===== config.mk =====
export PLATFORM = sky130hd
export DESIGN_NAME = mem_arbiter
export DESIGN_NICKNAME = d
export VERILOG_FILES = /design/src/rtl/mem_arbiter.sv
export SDC_FILE = /design/constraint.sdc
export NUM_CORES = 1
export LEC_CHECK = 0
export CAP_MARGIN = 10
export CORE_AREA = 2 2 210 212
export CTS_CLUSTER_SIZE = 14
export DETAILED_ROUTE_END_ITERATION = 10
export DIE_AREA = 0 0 212 214
export GPL_TIMING_DRIVEN = 0
export HOLD_SLACK_MARGIN = 0.05
export PLACE_DENSITY = 0.54
export SLEW_MARGIN = 20
export SYNTH_ARGS = -nofsm -noshare
export SYNTH_HDL_FRONTEND = slang
export SYNTH_SLANG_ARGS = --single-unit

===== constraint.sdc =====
create_clock -name clk -period 1.94 [get_ports clk]
set_input_delay 0.291 -clock clk [delete_from_list [all_inputs] [get_ports clk]]
set_output_delay 0.291 -clock clk [all_outputs]
set_load 0.02 [all_outputs]

===== src/rtl/mem_arbiter.sv =====
// mem_arbiter: shares one memory port between instruction fetch and load/store, one transaction at a time.
//   clk, rst_n                 clock, asynchronous active-low reset
//   if_req_* / if_resp_*       fetch request handshake and read response
//   ls_req_* / ls_resp_*       load/store request handshake and response
//   mem_req_* / mem_resp_*     shared memory request and response
//   busy                       high whenever the arbiter is not idle
//   err                        sticky flag: memory response arrived when none was awaited
module mem_arbiter #(
  parameter int ADDR_W        = 64,
  parameter int DATA_W        = 64,
  parameter int MAX_LS_STREAK = 4
) (
  input  logic                clk,
  input  logic                rst_n,
  input  logic                if_req_valid,
  input  logic [ADDR_W-1:0]   if_req_addr,
  output logic                if_req_ready,
  output logic                if_resp_valid,
  output logic [DATA_W-1:0]   if_resp_data,
  input  logic                ls_req_valid,
  input  logic [ADDR_W-1:0]   ls_req_addr,
  input  logic                ls_req_wen,
  input  logic [DATA_W-1:0]   ls_req_wdata,
  input  logic [DATA_W/8-1:0] ls_req_wmask,
  output logic                ls_req_ready,
  output logic                ls_resp_valid,
  output logic [DATA_W-1:0]   ls_resp_data,
  output logic                mem_req_valid,
  output logic [ADDR_W-1:0]   mem_req_addr,
  output logic                mem_req_wen,
  output logic [DATA_W-1:0]   mem_req_wdata,
  output logic [DATA_W/8-1:0] mem_req_wmask,
  input  logic                mem_req_ready,
  input  logic                mem_resp_valid,
  input  logic [DATA_W-1:0]   mem_resp_data,
  output logic                busy,
  output logic                err
);
  typedef enum logic [1:0] {IDLE, REQ, WAIT_RESP} state_t;
  localparam logic [3:0] MAX_S = 4'(MAX_LS_STREAK);
  state_t              state_q, state_d;
  logic                owner_q, owner_d;
  logic [3:0]          streak_q, streak_d;
  logic                err_q, err_d;
  logic [ADDR_W-1:0]   addr_q, addr_d;
  logic                wen_q, wen_d;
  logic [DATA_W-1:0]   wdata_q, wdata_d;
  logic [DATA_W/8-1:0] wmask_q, wmask_d;
  logic                ls_win, if_win, resp;
  // owner_q: 1 = load/store, 0 = fetch; fetch takes over once the load/store streak hits the limit
  assign ls_win = ls_req_valid && !(if_req_valid && streak_q == MAX_S);
  assign if_win = if_req_valid && !ls_win;
  assign resp   = state_q == WAIT_RESP && mem_resp_valid;
  // readies are combinational from the requesters, so they are also masked while reset is held
  assign if_req_ready  = rst_n && state_q == IDLE && if_win;
  assign ls_req_ready  = rst_n && state_q == IDLE && ls_win;
  assign if_resp_valid = resp && !owner_q;
  assign ls_resp_valid = resp && owner_q;
  assign if_resp_data  = if_resp_valid ? mem_resp_data : '0;
  assign ls_resp_data  = ls_resp_valid ? mem_resp_data : '0;
  assign mem_req_valid = state_q == REQ;
  assign mem_req_addr  = addr_q;
  assign mem_req_wen   = wen_q;
  assign mem_req_wdata = wdata_q;
  assign mem_req_wmask = wmask_q;
  assign busy          = state_q != IDLE;
  assign err           = err_q;
  always_comb begin
    state_d  = state_q;
    owner_d  = owner_q;
    streak_d = streak_q;
    addr_d   = addr_q;
    wen_d    = wen_q;
    wdata_d  = wdata_q;
    wmask_d  = wmask_q;
    err_d    = err_q || (mem_resp_valid && state_q != WAIT_RESP);
    case (state_q)
      IDLE: if (ls_win || if_win) begin
        state_d  = REQ;
        owner_d  = ls_win;
        streak_d = (ls_win && if_req_valid) ? streak_q + 4'd1 : 4'd0;
        addr_d   = ls_win ? ls_req_addr : if_req_addr;
        wen_d    = ls_win && ls_req_wen;
        wdata_d  = ls_win ? ls_req_wdata : '0;
        wmask_d  = ls_win ? ls_req_wmask : '0;
      end
      REQ:       state_d = mem_req_ready ? WAIT_RESP : REQ;
      WAIT_RESP: state_d = mem_resp_valid ? IDLE : WAIT_RESP;
      default:   state_d = IDLE;
    endcase
  end
  always_ff @(posedge clk or negedge rst_n) begin
    if (!rst_n) begin
      state_q  <= IDLE;
      owner_q  <= 1'b0;
      streak_q <= '0;
      err_q    <= 1'b0;
      addr_q   <= '0;
      wen_q    <= 1'b0;
      wdata_q  <= '0;
      wmask_q  <= '0;
    end else begin
      state_q  <= state_d;
      owner_q  <= owner_d;
      streak_q <= streak_d;
      err_q    <= err_d;
      addr_q   <= addr_d;
      wen_q    <= wen_d;
      wdata_q  <= wdata_d;
      wmask_q  <= wmask_d;
    end
  end
endmodule


# After elaboration in Yosys (flattened, before gate mapping)
# Cells that the tools add are included.
totals:
  elab_cells: 44
  input_bits: 271
  register_bits: 145
op_classes:
  n_reduce_logical: 20
  add_sub_neg: 1
  n_mux: 10
  n_eq_ne: 5
op_table:
  columns: ["cell", "count"]
  rows:
  - ["64-bit 2-to-1 mux", 4]
  - ["1-bit logical AND", 12]
  - ["8-bit 2-to-1 mux", 1]
  - ["2-bit 2-to-1 mux", 3]
  - ["2-bit one-hot mux with 3 select lines", 1]
  - ["4-bit by 1-bit adder with 4-bit output (second input constant)", 1]
  - ["4-bit by 3-bit == test with 1-bit output (second input constant)", 1]
  - ["4-bit 2-to-1 mux", 1]
  - ["1-bit logical NOT", 3]
  - ["2-bit by 1-bit == test with 1-bit output (second input constant)", 1]
  - ["2-bit == test (second input constant)", 1]
  - ["2-bit logical NOT", 1]
  - ["1-bit logical OR", 2]
  - ["2-bit by 1-bit != test with 1-bit output (second input constant)", 1]
  - ["2-bit != test (second input constant)", 1]
  - ["2-bit AND reduction", 1]
  - ["2-bit nonzero test", 1]

# Depth between registers and ports, before layout
# Gate-level depths: netlist of run 1.
depth:
  word_depth: 9
  mapped_depth: 9
  mapped_depth_nobuf: 6

# Worst setup path after synthesis of run 1
# OpenSTA, ideal clock, no wires.
synth_timing:
  kind: "register -> output"
  startpoint: "reg streak_q[0]"
  endpoint: "out if_req_ready"
  stages_incl_launch_ff: 9
  required_time_ns: 1.649
  setup_slack_ns: 0.082
  arrival_ns: 1.567
  n_path_buf: 3
  path_cell_list: "dfrtp_1 inv_1 ha_1 nand4b_1 and2_1 buf_6 buf_6 buf_6 nor2_1"
synth_between:
  elab_chain_cells: 7
synth_rtl:
  columns: ["item", "line", "rtl"]
  rows:
  - ["start, declared", "43", "logic [3:0] streak_q, streak_d;"]
  - ["start signal, assigned", "105", "streak_q <= streak_d;"]
  - ["4-bit by 3-bit == test with 1-bit output", "51", "assign ls_win = ls_req_valid && !(if_req_valid && streak_q == MAX_S);"]
  - ["1-bit logical AND", "51", null]
  - ["1-bit logical NOT", "51", null]
  - ["1-bit logical AND", "51", null]
  - ["1-bit logical NOT", "52", "assign if_win = if_req_valid && !ls_win;"]
  - ["1-bit logical AND", "52", null]
  - ["1-bit logical AND", "55", "assign if_req_ready = rst_n && state_q == IDLE && if_win;"]
  - ["end, declared", "17", "output logic if_req_ready,"]
# No other way between the ends.

# Worst setup path in the final report of run 1
layout_timing:
  startpoint: "reg streak_q[0]"
  endpoint: "out ls_req_ready"
layout_between:
  elab_chain_cells: 5
layout_rtl:
  columns: ["item", "line", "rtl"]
  rows:
  - ["4-bit by 3-bit == test with 1-bit output", "51", null]
  - ["1-bit logical AND", "51", null]
  - ["1-bit logical NOT", "51", null]
  - ["1-bit logical AND", "51", null]
  - ["1-bit logical AND", "56", "assign ls_req_ready = rst_n && state_q == IDLE && ls_win;"]
  - ["end, declared", "25", "output logic ls_req_ready,"]
# No other way between the ends.

==> run summary, run 1 <==
Worst-Skew Late Latency = 460 ps
Failing checks = hold timing, setup timing
Multi-input gate area = 0.00341 mm²
PortBufs = 541
Die Width = 212 µm
Fin area = 0.0150 mm²
Status = finished, violations left
Post-DR vias/cell = 4.07
CTS tree = built
Clock Path Buffers = 2
Final Cycle Share = 114%
H-tree Lvls = 4
R2r endpoint = mem_req_addr[48]
Main combinational cell family by area after synthesis = simple AND/OR/NAND/NOR gates
Remaining global-route overflow = 0
GPL Wtd Cong = 0.843
IO Count = 543
Crit Path Category = reg -> out
Final Setup Violations = 132
Final Hold Fails = 81
Slew HR = 51.8%
Vias in the first global route = 8669
Count of cell types in the netlist = 27
Initial Util = 16.6%
Post-synth top area share = 51.0%
Clk sinks = 145
Syn_area_per_cell = 8.32 µm²
Clk_skew = 21.5 ps
DRT Pass-1 Iters = 4
Max Cap Viol = 0
Simple-gate share of the synthesized area = 32.6%
Iter 0 DRT Violations = 368
Crit path DAT = 1920 ps
Worst setup EP type = output pin
XOR/XNOR share of the synthesized area = 0%
CP Launch Type = register
Seq/Total Area, Yosys = 51.0%
Core ar. = 0.0429 mm²
Ranking of synthesized cells by area = dfrtp_1, and2_1, nand2_1
Synth area leader = dfrtp_1
Leading cell type in the layout, fill and taps excluded = clkdlybuf4s50_1
Clock root cell = clkbuf_16
Via count = 8364
CTS Buf Count = 17
Syn Nets = 1127
Synth Area in Compound Gates = 10.2%
Critical Path Source = streak_q[0]
Fmax = 453 MHz
CP Max Fanout = 4
CP required = 1650 ps
P&R area growth vs syn = 111%
Layout cells sized above 1 = 26.7%
P_leak = 6.72 nW
Standard-cell row count = 76
Max Slew Vio Count = 0
Asr flop ratio synth = 100%
Worst-Margin Slew = 722 ps
R2R cell count = 9
Setup TNS = -24470 ps
Post-Synth Adder-Cell Area = 0.352%
Most frequent cells in the layout = clkdlybuf4s50_1, nand2_1, dfrtp_1, buf_6, a21oi_1
Die area = 0.0454 mm²
Worst slack at placement = -1030 ps
Clock Pin Slew Worst Setup and Hold Paths = 70 ps
Worst hold path type = in -> async
Final wirelength = 40800 µm
Fillers = 4449
Ys flop type = dfrtp_1
Peak supply drop = 0.681 mV
Tmin final = 2210 ps
Cells after DPL = 1981
Synth Register Bits = 145
PwrDens = 1290 mW/mm²
Placed standard-cell area = 0.0133 mm²
Syn Inst Count = 854
Post-layout nets = 1719
Unrepaired setup endpoints after global routing = yes
Post-synth EDFFs = 0
Synth Cell Area = 0.00711 mm²
Final setup margin = -269 ps
Initial antenna violation count = 14
First-pass GRT wire length = 56500 µm
Synth warn = 0
Total power = 19.3 mW
Finished Layout Cells = 2053
ANT nets after route = 0
Wire length per cell = 19.9 µm
Largest net degree at the start of global routing = 84
WHS = -195 ps
FF/Latch Area = 0.00363 mm²
Final Core Density = 35.0%
Tot GR Track Use = 17.3%
Setup slack, reg-to-reg = 100 ps
Die H = 214 µm
DP Wirelength = 31600 µm
Multiplexer area fraction after synthesis = 0%
Critical R2R Launch = streak_q[0]
DRC = 0
critical path, cell delays in order, from the launching register on:
cell,delay [ps]
dfrtp_1,390
inv_2,80
ha_4,120
nand4b_1,120
and2_1,190
buf_6,130
buf_8,120
and3_4,170
buf_6,130
layer usage:
layer / part of all wire (%) / up-vias / track usage [%]
li1: - / 3955 / -
met1: 34 / 3930 / 16.4
met2: 53 / 393 / 31.7
met3: 8.2 / 78 / 6.35
met4: 4.2 / 8 / 9.88
met5: 0.14 / - / 0
synth_stat cells, types with 2 or more instances:
library cell and number:
a21oi_1 128, a32o_1 2, and2_1 129, buf_2 35, buf_4 4, buf_6 10, clkbuf_1 14, clkbuf_2 6
dfrtp_1 145, ha_1 2, inv_1 4, nand2_1 213, nand2b_1 4, nand3_1 75, nand4_1 2, nand4b_1 2
nor2_1 65, o21ai_0 4, o21ai_1 2
power by group:
group | switching (mW) | internal [mW] | leakage (nW)
sequential | 0.815 | 4.45 | 1.77
clock | 1.48 | 1.81 | 0.267
combinational | 5.85 | 4.92 | 4.68
total | 8.15 | 11.2 | 6.72
cell type report:
type / count / share of cell area, %
clock buffer: 18 / 2.93
multi-input combinational: 636 / 22.7
clock inverter: 14 / 0.884
inverter: 4 / 0.100
tap: 585 / 4.88
sequential: 145 / 24.2
buffer: 68 / 4.08
timing repair buffer: 574 / 40.0
antenna: 9 / 0.150
state kept, by name, summed over array words and instances (netlist names):
name and count:
err 1, state_q 2, mem_req_addr 64, mem_req_wen 1
mem_req_wdata 64, owner_q 1, streak_q 4, mem_req_wmask 8
kinds of logic after synthesis:
logic type / Yosys count
fa+ha+maj: 2
flops: 145
buf+inv: 73
simple gates: 494
compound gates: 140
worst max-delay path by stage:
stage                              to  slack, ps  depth (start not counted)
detailed placement   ls_resp_data[30]      -1030                          6
CTS                   if_resp_data[4]       -330                          7
floorplan                if_req_ready         80                          8
global route             ls_req_ready       -360                          8
finish                   ls_req_ready       -270                          8
global placement    mem_req_wdata[50]      -6250                          1
what timing repair did:
| item | CTS | global route |
|---|---|---|
| cloned | 5 | 8 |
| endpoints found under the hold margin | 81 | 81 |
| buffers inserted | 14 | 7 |
| pin swaps | 20 | 19 |
| gates resized for setup | 821 | 189 |
| endpoints found under the setup margin | 154 | 234 |
(Power assumes the default switching activity.)
==> run 2: changes to the inputs <==
- CTS_CLUSTER_SIZE: 14 -> 8
- PLACE_DENSITY: 0.54 -> 0.44
==> run summary, run 2 (synthesized netlist as in run 1, its figures left out) <==
Status = finished, violations left
Failing checks = hold timing, setup timing
CTS tree = built
DRT Pass-1 Iters = 4 (unchanged)
Clock Pin Slew Worst Setup and Hold Paths = 60 ps (about the same)
Leading cell type in the layout, fill and taps excluded = clkdlybuf4s50_1
Initial Util = 16.6% (unchanged)
Iter 0 DRT Violations = 215 (-42%)
Worst path cell trace = and4b_2 -> buf_8 -> buf_6 -> clkbuf_16 -> and2_1 -> buf_2
Tot GR Track Use = 17.3% (about the same)
Final Setup Violations = 130 (-1.5%)
Clk_skew = 7.72 ps (-13.8 ps)
PwrDens = 1300 mW/mm² (+1.0%)
Initial antenna violation count = 15 (+1)
H-tree Lvls = 4 (unchanged)
IO Count = 543 (unchanged)
ANT nets after route = 0 (unchanged)
Max Slew Vio Count = 0 (unchanged)
CP Max Fanout = 10 (+6)
Clk sinks = 145 (unchanged)
Crit path DAT = 1900 ps (-20 ps)
Core ar. = 0.0429 mm² (unchanged)
DP Wirelength = 31700 µm (+0.24%)
Cell type of the slowest stage on the worst timing path = dfrtp_2
R2r endpoint = mem_req_addr[48]
Most frequent cells in the layout = clkdlybuf4s50_1, nand2_1, dfrtp_1, a21oi_1, buf_6
WHS = -182 ps (+13.4 ps)
Die area = 0.0454 mm² (unchanged)
Worst hold path type = in -> async
P&R area growth vs syn = 111%
Die H = 214 µm (unchanged)
Layout cells sized above 1 = 26.4% (-0.34 points)
Final wirelength = 40600 µm (-0.55%)
Worst setup EP type = output pin
Setup slack, reg-to-reg = 20 ps (-80 ps)
DRC = 0 (unchanged)
Post-layout nets = 1734 (+0.87%)
Slew HR = 57.8% (+6.0 points)
Total power = 19.5 mW (+0.83%)
Peak supply drop = 0.600 mV (-12%)
CP max stage delay = 450 ps (+60 ps)
Remaining global-route overflow = 0 (unchanged)
Wire length per cell = 19.6 µm (-1.2%)
CP Launch Type = register
Final setup margin = -251 ps (+17.4 ps)
Final Hold Fails = 70 (-14%)
P_leak = 6.76 nW (+0.69%)
CP required = 1650 ps (about the same)
Tmin final = 2190 ps (-17.4 ps)
Standard-cell row count = 76 (unchanged)
Clock Path Buffers = 2 (unchanged)
Worst-Margin Slew = 633 ps (-89.3 ps)
First-pass GRT wire length = 57200 µm (+1.2%)
Via count = 8345 (-0.23%)
R2R cell count = 8 (-1)
Clock root cell = clkbuf_16
Post-DR vias/cell = 4.04 (-0.85%)
Die Width = 212 µm (unchanged)
Setup TNS = -25020 ps (-543 ps)
Max Cap Viol = 0 (unchanged)
Critical R2R Launch = streak_q[0]
Crit Path Category = reg -> out
Unrepaired setup endpoints after global routing = yes
Final Cycle Share = 113% (-0.90 points)
Worst-Skew Late Latency = 450 ps (about the same)
PortBufs = 541 (unchanged)
Fmax = 456 MHz (+0.80%)
Largest net degree at the start of global routing = 76 (-9.5%)
GPL Wtd Cong = 0.785 (-6.8%)
Vias in the first global route = 8615 (-0.62%)
CTS Buf Count = 17 (unchanged)
run 2: layout make-up:
| type | instances | area, µm² |
|---|---|---|
| plain buffers | 68 | 617 |
| inverters | 4 | 15.0 |
| fillers | 4480 | 27900 |
| repair buffers | 589 | 5970 |
| flip-flops and latches | 145 | 3630 |
| clock buffers | 17 | 425 |
| clock inverters | 15 | 159 |
| diodes | 7 | 17.5 |
| well taps | 585 | 732 |
| multi-input cells | 636 | 3400 |
run 2: what timing repair did:
item | CTS | global route
endpoints found under the hold margin | 70 | 70
pin swaps | 24 | 18
resized for setup | 764 | 171
setup buffers | 33 | 11
cloned | 6 | 5
endpoints found under the setup margin | 137 | 272
run 2: worst max-delay path, delay by kind of cell, from the launching register on:
kind          cells  cell delay, ps
buf+inv           4             560
flops             1             450
simple gates      2             450
run 2: per-layer routing:
metal / track usage, % / vias up / part of all wire (%)
li1: - / 3983 / -
met1: 16.6 / 3943 / 34
met2: 32.7 / 349 / 54
met3: 6.17 / 60 / 8.8
met4: 7.28 / 10 / 2.9
met5: 0 / - / 0.17
run 2: worst max-delay path by stage:
stage	startpoint	end	slack, ps
after floorplan	streak_q[0]	if_req_ready	80
after global placement	rst_n	mem_req_wmask[4]	-6480
after detailed placement	mem_resp_valid	ls_resp_data[31]	-820
after CTS	streak_q[1]	if_req_ready	-310
after global routing	state_q[0]	if_resp_data[26]	-350
final	state_q[1]	ls_resp_data[24]	-250
run 2: where the power goes:
group | leakage, nW | switching [mW] | internal, mW | total, mW
clock network | 0.280 | 1.50 | 1.90 | 3.40
logic | 4.72 | 5.88 | 4.94 | 10.8
registers | 1.77 | 0.819 | 4.45 | 5.27
total | 6.76 | 8.19 | 11.3 | 19.5
run 2: stage by stage:
step	utilization [%]	worst slack, ps	cells	cell area (µm²)
after global placement	30.9	-6480	1980	13300
after detailed placement	31.0	-823	1981	13300
after global routing	34.9	-347	2065	15000
after CTS	33.7	-311	2051	14500
final	34.9	-251	2066	15000
after floorplan	-	82.0	854	7110
==> run 3: changes to the inputs <==
- SETUP_SLACK_MARGIN: default -> 0.1
==> run summary, run 3 (synthesized netlist as in run 1, its figures left out) <==
Largest net degree at the start of global routing = 80 (+5.3%)
Clock Path Buffers = 2 (unchanged)
Initial antenna violation count = 9 (-6)
CTS Buf Count = 17 (unchanged)
Final setup margin = -213 ps (+37.9 ps)
Iter 0 DRT Violations = 241 (+12%)
CP required = 1650 ps (about the same)
Worst-Margin Slew = 628 ps (-5.51 ps)
Die area = 0.0454 mm² (unchanged)
Crit-path most repeated cell = buf_6
Core ar. = 0.0429 mm² (unchanged)
Crit Path Category = reg -> out
Standard-cell row count = 76 (unchanged)
Final wirelength = 42500 µm (+4.8%)
Initial Util = 16.6% (unchanged)
R2R cell count = 11 (+3)
Max Cap Viol = 0 (unchanged)
Clock Pin Slew Worst Setup and Hold Paths = 70 ps (about the same)
DRC = 0 (unchanged)
Tot GR Track Use = 17.3% (+0.048 points)
Remaining global-route overflow = 0 (unchanged)
R2r endpoint = mem_req_addr[45]
Layout cells sized above 1 = 36.5% (+10 points)
Final Setup Violations = 128 (-1.5%)
Setup slack, reg-to-reg = 50 ps (+30 ps)
Clk sinks = 145 (unchanged)
Vias in the first global route = 8708 (+1.1%)
Tmin final = 2150 ps (-37.9 ps)
Unrepaired setup endpoints after global routing = yes
Die H = 214 µm (unchanged)
Worst setup EP type = output pin
Final Cycle Share = 111% (-2.0 points)
WHS = -215 ps (-33.3 ps)
Peak supply drop = 0.604 mV (+0.59%)
Worst hold path type = in -> async
Fmax = 464 MHz (+1.8%)
Clock root cell = clkbuf_16
Worst-Skew Late Latency = 440 ps (about the same)
GPL Wtd Cong = 0.841 (+7.1%)
First-pass GRT wire length = 57500 µm (+0.46%)
Die Width = 212 µm (unchanged)
CTS tree = built
Status = finished, violations left
IO Count = 543 (unchanged)
DRT Pass-1 Iters = 4 (unchanged)
PortBufs = 541 (unchanged)
P_leak = 7.33 nW (+8.3%)
PwrDens = 1350 mW/mm² (+4.1%)
Via count = 8556 (+2.5%)
Wire length per cell = 20.2 µm (+2.8%)
CP bufs+invs = 4 (unchanged)
Crit path max-delay family = buffers and inverters
Clk_skew = 11.5 ps (+3.80 ps)
Critical R2R Launch = state_q[1]
ANT nets after route = 0 (unchanged)
Leading cell type in the layout, fill and taps excluded = clkdlybuf4s50_1
P&R area growth vs syn = 133%
CP Launch Type = register
Max Slew Vio Count = 0 (unchanged)
Critical Path Source = state_q[1]
Most frequent cells in the layout = clkdlybuf4s50_1, nand2_1, buf_6, dfrtp_1, a21oi_1
Setup TNS = -19610 ps (+5400 ps)
Failing checks = hold timing, setup timing
Total power = 22.4 mW (+15%)
DP Wirelength = 31300 µm (-1.2%)
Post-layout nets = 1776 (+2.4%)
H-tree Lvls = 4 (unchanged)
Worst path cell trace = and4b_2 -> buf_6 -> buf_6 -> clkbuf_16 -> and2_4 -> buf_6
CP Max Fanout = 5 (-5)
Post-DR vias/cell = 4.06 (+0.58%)
Slew HR = 58.2% (+0.37 points)
Final Core Density = 38.6% (+3.7 points)
Final Hold Fails = 68 (-2.9%)
CP max stage delay = 440 ps (about the same)
Crit path DAT = 1860 ps (-40 ps)
Cell type of the slowest stage on the worst timing path = dfrtp_2
[run 3: cell count changes in the layout (fill, tap and decap cells not counted), sizes merged]
cell	delta
inv	+3
dlygate4sd2	+5
diode	-2
bufinv	+1
clkdlybuf4s18	-1
clkdlybuf4s50	-6
o21ai	+1
clkdlybuf4s15	-9
buf	+49
clkbuf	+7
dlymetal6s2s	-1
clkinv	-7
[run 3: final cells by class]
cell class / instances / area, µm²
Clock buffer: 20 / 457
Inverter: 4 / 15.0
Buffer: 65 / 856
Clock inverter: 12 / 170
Antenna cell: 5 / 12.5
Timing Repair Buffer: 633 / 6750
Multi-Input combinational cell: 637 / 3930
Sequential cell: 145 / 3630
Tap cell: 585 / 732
Fill cell: 4386 / 26300
[run 3: stage by stage]
| step | cells | setup WS, ps | area [µm²] | hold WS, ps |
|---|---|---|---|---|
| floorplan | 854 | 167 | 7110 | -4.59 |
| global placement | 1980 | -6470 | 13300 | 448 |
| detailed placement | 1981 | -840 | 13300 | 293 |
| CTS | 2062 | -329 | 14800 | -195 |
| global route | 2106 | -322 | 16600 | -181 |
| finish | 2106 | -213 | 16600 | -215 |
[run 3: power by group]
part / leakage, nW / switching, mW / internal, mW
combinational: 5.26 / 6.78 / 6.67
clock: 0.298 / 1.52 / 2.13
sequential: 1.77 / 0.873 / 4.45
total: 7.33 / 9.18 / 13.2
[run 3: worst max path at each step]
stage,endpoint,slack [ps],depth (start not counted)
CTS,if_req_ready,-330,9
global route,if_req_ready,-320,8
detailed placement,ls_resp_data[17],-840,6
global placement,mem_req_wmask[3],-6470,1
floorplan,if_req_ready,170,8
finish,ls_resp_data[18],-210,6
[run 3: routing by layer]
layer | vias up | GRT usage, % | wire length (µm)
met4 | 8 | 5.85 | 848
met3 | 41 | 6.38 | 3540
met5 | - | 0 | 55
li1 | 4078 | - | -
met2 | 357 | 32.1 | 22800
met1 | 4072 | 17.7 | 15300
[run 3: timing repair]
item / 4_1_cts / 5_1_grt
cloned: 3 / 23
endpoints found under the hold margin: 68 / 68
setup endpoints to repair: 252 / 271
gates resized for setup: 924 / 319
pin swaps: 24 / 142
buffers inserted: 46 / 29
